==> config.mk <==
export PLATFORM = sky130hd
export DESIGN_NAME = synth_param_bank
export DESIGN_NICKNAME = d
export VERILOG_FILES = /design/src/rtl/synth_pkg.sv /design/src/rtl/key_repeat.sv /design/src/rtl/synth_param_bank.sv
export SDC_FILE = /design/constraint.sdc
export NUM_CORES = 1
export LEC_CHECK = 0
export ABC_AREA = 1
export CAP_MARGIN = 20
export CORE_MARGIN = 2
export CORE_UTILIZATION = 57
export CTS_BUF_LIST = sky130_fd_sc_hd__clkbuf_8
export DETAILED_ROUTE_END_ITERATION = 8
export PLACE_DENSITY = 0.88
export SETUP_SLACK_MARGIN = 0.5
export SKIP_CTS_REPAIR_TIMING = 1
export SYNTH_ARGS = -nofsm -noshare
export SYNTH_HDL_FRONTEND = slang
export SYNTH_SLANG_ARGS = --single-unit
==> constraint.sdc <==
create_clock -name clk -period 6 [get_ports clk]
set_input_delay 0.9 -clock clk [delete_from_list [all_inputs] [get_ports clk]]
set_output_delay 0.9 -clock clk [all_outputs]
set_load 0.005 [all_outputs]
==> src/rtl/synth_pkg.sv <==
// rtl/synth_pkg.sv - shared indices, defaults and hold-phase type for the synth parameter bank
package synth_pkg;

   localparam int P_AMP     = 0;
   localparam int P_ATTACK  = 1;
   localparam int P_DECAY   = 2;
   localparam int P_SUSTAIN = 3;
   localparam int P_RELEASE = 4;
   localparam int P_OCTAVE  = 5;

   localparam int NUM_SYNTH_PARAMS = 6;

   // Param 0 sits in the LSBs: amp, attack, decay, sustain, release, octave.
   localparam logic [NUM_SYNTH_PARAMS*8-1:0] SYNTH_PARAM_DEFAULTS =
      {8'd4, 8'd255, 8'd255, 8'd0, 8'd255, 8'd255};

   typedef enum logic {PH_DELAY = 1'b0, PH_RATE = 1'b1} hold_phase_e;

endpackage

==> src/rtl/key_repeat.sv <==
// rtl/key_repeat.sv - key edge detection with hold-to-auto-repeat timer
// Auto-repeat is built only when PARAM_BANK_AUTOREPEAT_EN is defined.
module key_repeat
   import synth_pkg::*;
#(
   parameter int REPEAT_DELAY = 25_000_000,
   parameter int REPEAT_RATE  = 5_000_000
) (
   input  logic clk,
   input  logic reset,
   input  logic inc,
   input  logic dec,
   input  logic clear,
   output logic step_up,
   output logic step_down
);

   logic up, down, inc_q, dec_q, edge_up, edge_down;

   assign up        = inc & ~dec;
   assign down      = dec & ~inc;
   assign edge_up   = up & ~inc_q;
   assign edge_down = down & ~dec_q;

   always_ff @(posedge clk or negedge reset) begin
      if (!reset) begin
         inc_q <= 1'b0;
         dec_q <= 1'b0;
      end else begin
         inc_q <= inc;
         dec_q <= dec;
      end
   end

`ifdef PARAM_BANK_AUTOREPEAT_EN
   localparam int CW = $clog2(((REPEAT_DELAY > REPEAT_RATE) ? REPEAT_DELAY : REPEAT_RATE) + 1);

   logic [CW-1:0] cnt, limit;
   logic          holding, hold_up, held, rep;
   hold_phase_e   phase;

   assign held  = hold_up ? up : down;
   assign limit = (phase == PH_DELAY) ? CW'(REPEAT_DELAY - 1) : CW'(REPEAT_RATE - 1);
   // Level is checked on the same edge, so a release cancels a due repeat.
   assign rep   = holding & held & ~clear & (cnt == limit);

   always_ff @(posedge clk or negedge reset) begin
      if (!reset) begin
         holding <= 1'b0;
         hold_up <= 1'b0;
         phase   <= PH_DELAY;
         cnt     <= '0;
      end else if (clear || !(up || down)) begin
         holding <= 1'b0;
         cnt     <= '0;
      end else if (edge_up || edge_down) begin
         holding <= 1'b1;
         hold_up <= edge_up;
         phase   <= PH_DELAY;
         cnt     <= '0;
      end else if (holding) begin
         if (!held) begin
            holding <= 1'b0;
            cnt     <= '0;
         end else if (rep) begin
            phase <= PH_RATE;
            cnt   <= '0;
         end else begin
            cnt <= cnt + 1'b1;
         end
      end
   end

   assign step_up   = edge_up | (rep & hold_up);
   assign step_down = edge_down | (rep & ~hold_up);
`else
   logic unused_clear;

   assign unused_clear = clear;
   assign step_up      = edge_up;
   assign step_down    = edge_down;
`endif

endmodule

==> src/rtl/synth_param_bank.sv <==
// rtl/synth_param_bank.sv - saturating synth parameter register bank with load and change strobe
// Auto-repeat of held keys is enabled by PARAM_BANK_AUTOREPEAT_EN.
module synth_param_bank
   import synth_pkg::*;
#(
   parameter int NUM_PARAMS = 6,
   parameter int WIDTH = 8,
   parameter int STEP = 1,
   parameter logic [NUM_PARAMS*WIDTH-1:0] DEFAULTS = SYNTH_PARAM_DEFAULTS,
   parameter int REPEAT_DELAY = 25_000_000,
   parameter int REPEAT_RATE = 5_000_000,
   localparam int SW = $clog2(NUM_PARAMS)
) (
   input  logic                        clk,
   input  logic                        reset,
   input  logic [SW-1:0]               sel,
   input  logic                        inc,
   input  logic                        dec,
   input  logic                        load,
   input  logic [WIDTH-1:0]            load_value,
   output logic [NUM_PARAMS*WIDTH-1:0] params,
   output logic [WIDTH-1:0]            sel_value,
   output logic                        at_min,
   output logic                        at_max,
   output logic                        changed
);

   localparam logic [WIDTH-1:0] MAX    = '1;
   localparam logic [WIDTH-1:0] STEP_W = WIDTH'(STEP);

   logic [WIDTH-1:0] bank [NUM_PARAMS];
   logic [WIDTH-1:0] cur, wr_val;
   logic [SW-1:0]    sel_q;
   logic             sel_vld, sel_ok, sel_chg, step_up, step_down, wr_en;

   assign sel_ok    = (int'(sel) < NUM_PARAMS);
   assign cur       = sel_ok ? bank[sel] : '0;
   assign sel_value = cur;
   assign at_min    = (cur == '0);
   assign at_max    = (cur == MAX);
   // sel_vld keeps the first cycle after reset from looking like a selector move.
   assign sel_chg   = sel_vld & (sel != sel_q);

   for (genvar g = 0; g < NUM_PARAMS; g++) begin : g_flat
      assign params[g*WIDTH +: WIDTH] = bank[g];
   end

   key_repeat #(
      .REPEAT_DELAY(REPEAT_DELAY),
      .REPEAT_RATE (REPEAT_RATE)
   ) u_key_repeat (
      .clk      (clk),
      .reset    (reset),
      .inc      (inc),
      .dec      (dec),
      .clear    (load | sel_chg),
      .step_up  (step_up),
      .step_down(step_down)
   );

   always_comb begin
      wr_en  = 1'b0;
      wr_val = cur;
      if (sel_ok) begin
         if (load) begin
            wr_en  = 1'b1;
            wr_val = load_value;
         end else if (step_up) begin
            wr_en  = 1'b1;
            wr_val = (cur > MAX - STEP_W) ? MAX : cur + STEP_W;
         end else if (step_down) begin
            wr_en  = 1'b1;
            wr_val = (cur < STEP_W) ? '0 : cur - STEP_W;
         end
      end
   end

   always_ff @(posedge clk or negedge reset) begin
      if (!reset) begin
         for (int i = 0; i < NUM_PARAMS; i++) bank[i] <= DEFAULTS[i*WIDTH +: WIDTH];
         changed <= 1'b0;
         sel_q   <= '0;
         sel_vld <= 1'b0;
      end else begin
         sel_q   <= sel;
         sel_vld <= 1'b1;
         changed <= wr_en & (wr_val != cur);
         if (wr_en) bank[sel] <= wr_val;
      end
   end

endmodule

==> flow_summary.json <==
{
  "grt_overflow": 0,
  "crit_fanout": 28,
  "dr.pass1.iters": 5,
  "yosys.area_share.adder_pct": 1.42,
  "io_buffers": 74,
  "syn_area_per_cell_um2": 7.24,
  "final_common_cell": "nand2_1",
  "synth_compound_area_share_pct": 8.75,
  "arrival_ns": 3.99,
  "reg2regPathDepth": 5,
  "clk_pin_slew_worst_paths_ns": 0.10,
  "fin_skew_ns": 0.0115,
  "grt_pass1_wl_um": 16100,
  "final.period_utilization_pct": 81.4,
  "die_x_um": 82.7,
  "synthXorXnorAreaFrac_pct": 0.496,
  "n_antenna_cell": 0,
  "dieArea_um2": 6840,
  "fmaxAchievable_mhz": 205,
  "place.detailed.hpwl_um": 7430,
  "rsz0062_at_grt": "false",
  "clock_sinks": 51,
  "numCtsBuffers": 5,
  "max_slew_margin_pct": 25.9,
  "layout_common_cells": "149 x nand2_1, 73 x clkdlybuf4s50_1, 54 x o21ai_0",
  "tns_ns": 0,
  "drtIter0Drc": 216,
  "rows": 28,
  "crit_type": "in2out",
  "total_leakage_power_nw": 1.96,
  "start_util_pct": 59.3,
  "grt_antenna_before_repair": 0,
  "postRouteAntennaNets": 0,
  "syn-cell-area_um2": 3530,
  "core-area_um2": 5960,
  "h-tree-depth": 2,
  "grtUsageTotal_pct": 31.5,
  "hold_class": "reg2reg",
  "peakVddDrop_uv": 185,
  "clockRootBuffer": "clkbuf_8",
  "syn_nets": 508,
  "slew_viol_final": 0,
  "crit_path_end_kind": "output pin",
  "vias": 3508,
  "wl_um": 10100,
  "crit_required_ns": 5.10,
  "fp.dieH_um": 82.7,
  "ys_seq_elements": 51,
  "hold_violations": 0,
  "place_congestion": 0.878,
  "cts_tree": "built",
  "status": "finished clean",
  "tightest_slew_ns": 1.11,
  "cts_buffer_depth": 2,
  "wl_per_cell_um": 16.1,
  "startpoint_type": "primary input",
  "holdPathStages": 2,
  "period_needed_ns": 4.89,
  "top_level_ports": 75,
  "pwr_density_cell_nw_per_um2": 283,
  "synth_top_family_by_area": "simple AND/OR/NAND/NOR gates",
  "synthCells": 488,
  "drive_gt1_share_pct": 20.0,
  "synth.area.mux_share_pct": 0,
  "synthToLayoutAreaGrowth_pct": 23.5,
  "yosysTopAreaCellShare_pct": 24.5,
  "grt_start_max_net_pins": 52,
  "drc": 0,
  "yosys-top-cells-area": "dfstp_2 25%, nand2_1 16%, dfrtp_1 13%, o21ai_0 7.7%, nand3_1 6.9%",
  "layout.nets": 575,
  "ys.warnings.count": 0,
  "utilization_pct": 73.2,
  "maxCapViolCount": 0,
  "yosys.area.top_type": "dfstp_2",
  "synth-simple-area-share_pct": 42.3,
  "grt_pass1_vias": 3193,
  "clock_latency_ns": 0.31,
  "yosysSeqAreaShare_pct": 37.3,
  "setup_viol": 0,
  "viasPerCell": 5.56,
  "synth_cell_types": 31
}
## Yosys cell counts
cell and number:
nand2_1 149, o21ai_0 54, nand3_1 49, inv_1 48, dfstp_2 33, nor2_1 33
nand2_2 21, dfrtp_1 18, nor2_4 11, nand3_2 9, nand4_1 9, inv_2 8
buf_6 7, clkbuf_1 6, nor2_2 6, nand2_4 5, ha_1 4, a21oi_1 2
inv_4 2, nor3_1 2, o21ai_2 2, a31oi_1 1, buf_2 1, buf_4 1
inv_6 1, nand3_4 1, nand4_4 1, nor2_8 1, o21ai_1 1, xnor2_1 1
xor2_1 1
## kinds of logic after synthesis
| logic type | Yosys count |
|---|---|
| simple gates | 297 |
| compound gates | 60 |
| buf+inv | 74 |
| flops | 51 |
| fa+ha+maj | 4 |
| xor+xnor | 2 |
## report_power, final
group	internal [W]	total [W]	switching, W
Sequential	0.000451	0.000520	0.0000694
Clock	0.0000846	0.000215	0.000130
Combinational	0.000239	0.000500	0.000260
Total	0.000775	0.00123	0.000460
## area by class of cell
type	instances	area (um2)
Tap cell	75	93.8
Fill cell	494	1600
Clock buffer	5	68.8
Inverter	59	231
Multi-Input combinational cell	363	1870
Clock inverter	3	23.8
Sequential cell	51	1320
Timing Repair Buffer	75	756
## sequential cells by signal, indices dropped and copies added (netlist names)
register            cells
u_key_repeat.dec_q      1
params                 48
changed                 1
u_key_repeat.inc_q      1
## worst max-delay path, stage by stage
cell and delay [ns]:
clkdlybuf4s50_1 1.21, inv_6 0.22, nand2_1 0.12, nand3_1 0.07
nand2_1 0.13, nor2_4 0.08, inv_1 0.12, ha_1 0.19
inv_1 0.05, nor2_2 0.19, nand2_1 0.10, nor2_1 0.10
clkdlybuf4s50_1 0.50
## per-stage QoR
stage	worst slack, ns	hold slack [ns]	cells	total power [W]	area [um2]
floorplan	2.87	0.483	488	0.000764	3530
detailed placement	1.21	0.489	622	0.00102	4250
global route	0.805	0.523	631	0.00131	4360
CTS	1.19	0.506	630	0.00123	4340
global placement	1.30	0.486	622	0.00100	4250
finish	1.11	0.505	631	0.00123	4360
## per-layer routing
layer | vias up | GRT usage, % | routed length, um
li1 | 1683 | - | -
met1 | 1661 | 44.3 | 4620
met2 | 147 | 50.6 | 4710
met3 | 17 | 5.87 | 642
met4 | 0 | 7.05 | 161
met5 | - | 0 | 0
## worst paths after layout
kind	start	endpoint	slack [ns]
worst max-delay path	sel[0]	at_max	1.11
worst min-delay path	params[42]$_DFFE_PN1P_	params[42]$_DFFE_PN1P_	0.51
worst max register to register	u_key_repeat.inc_q$_DFF_PN0_	params[21]$_DFFE_PN0P_	3.23
worst min register to register	params[42]$_DFFE_PN1P_	params[42]$_DFFE_PN1P_	0.51
max in group asynchronous	reset	params[35]$_DFFE_PN1P_	4.88
min in group asynchronous	reset	params[16]$_DFFE_PN0P_	0.53
Power figures use the tool's default switching activity.
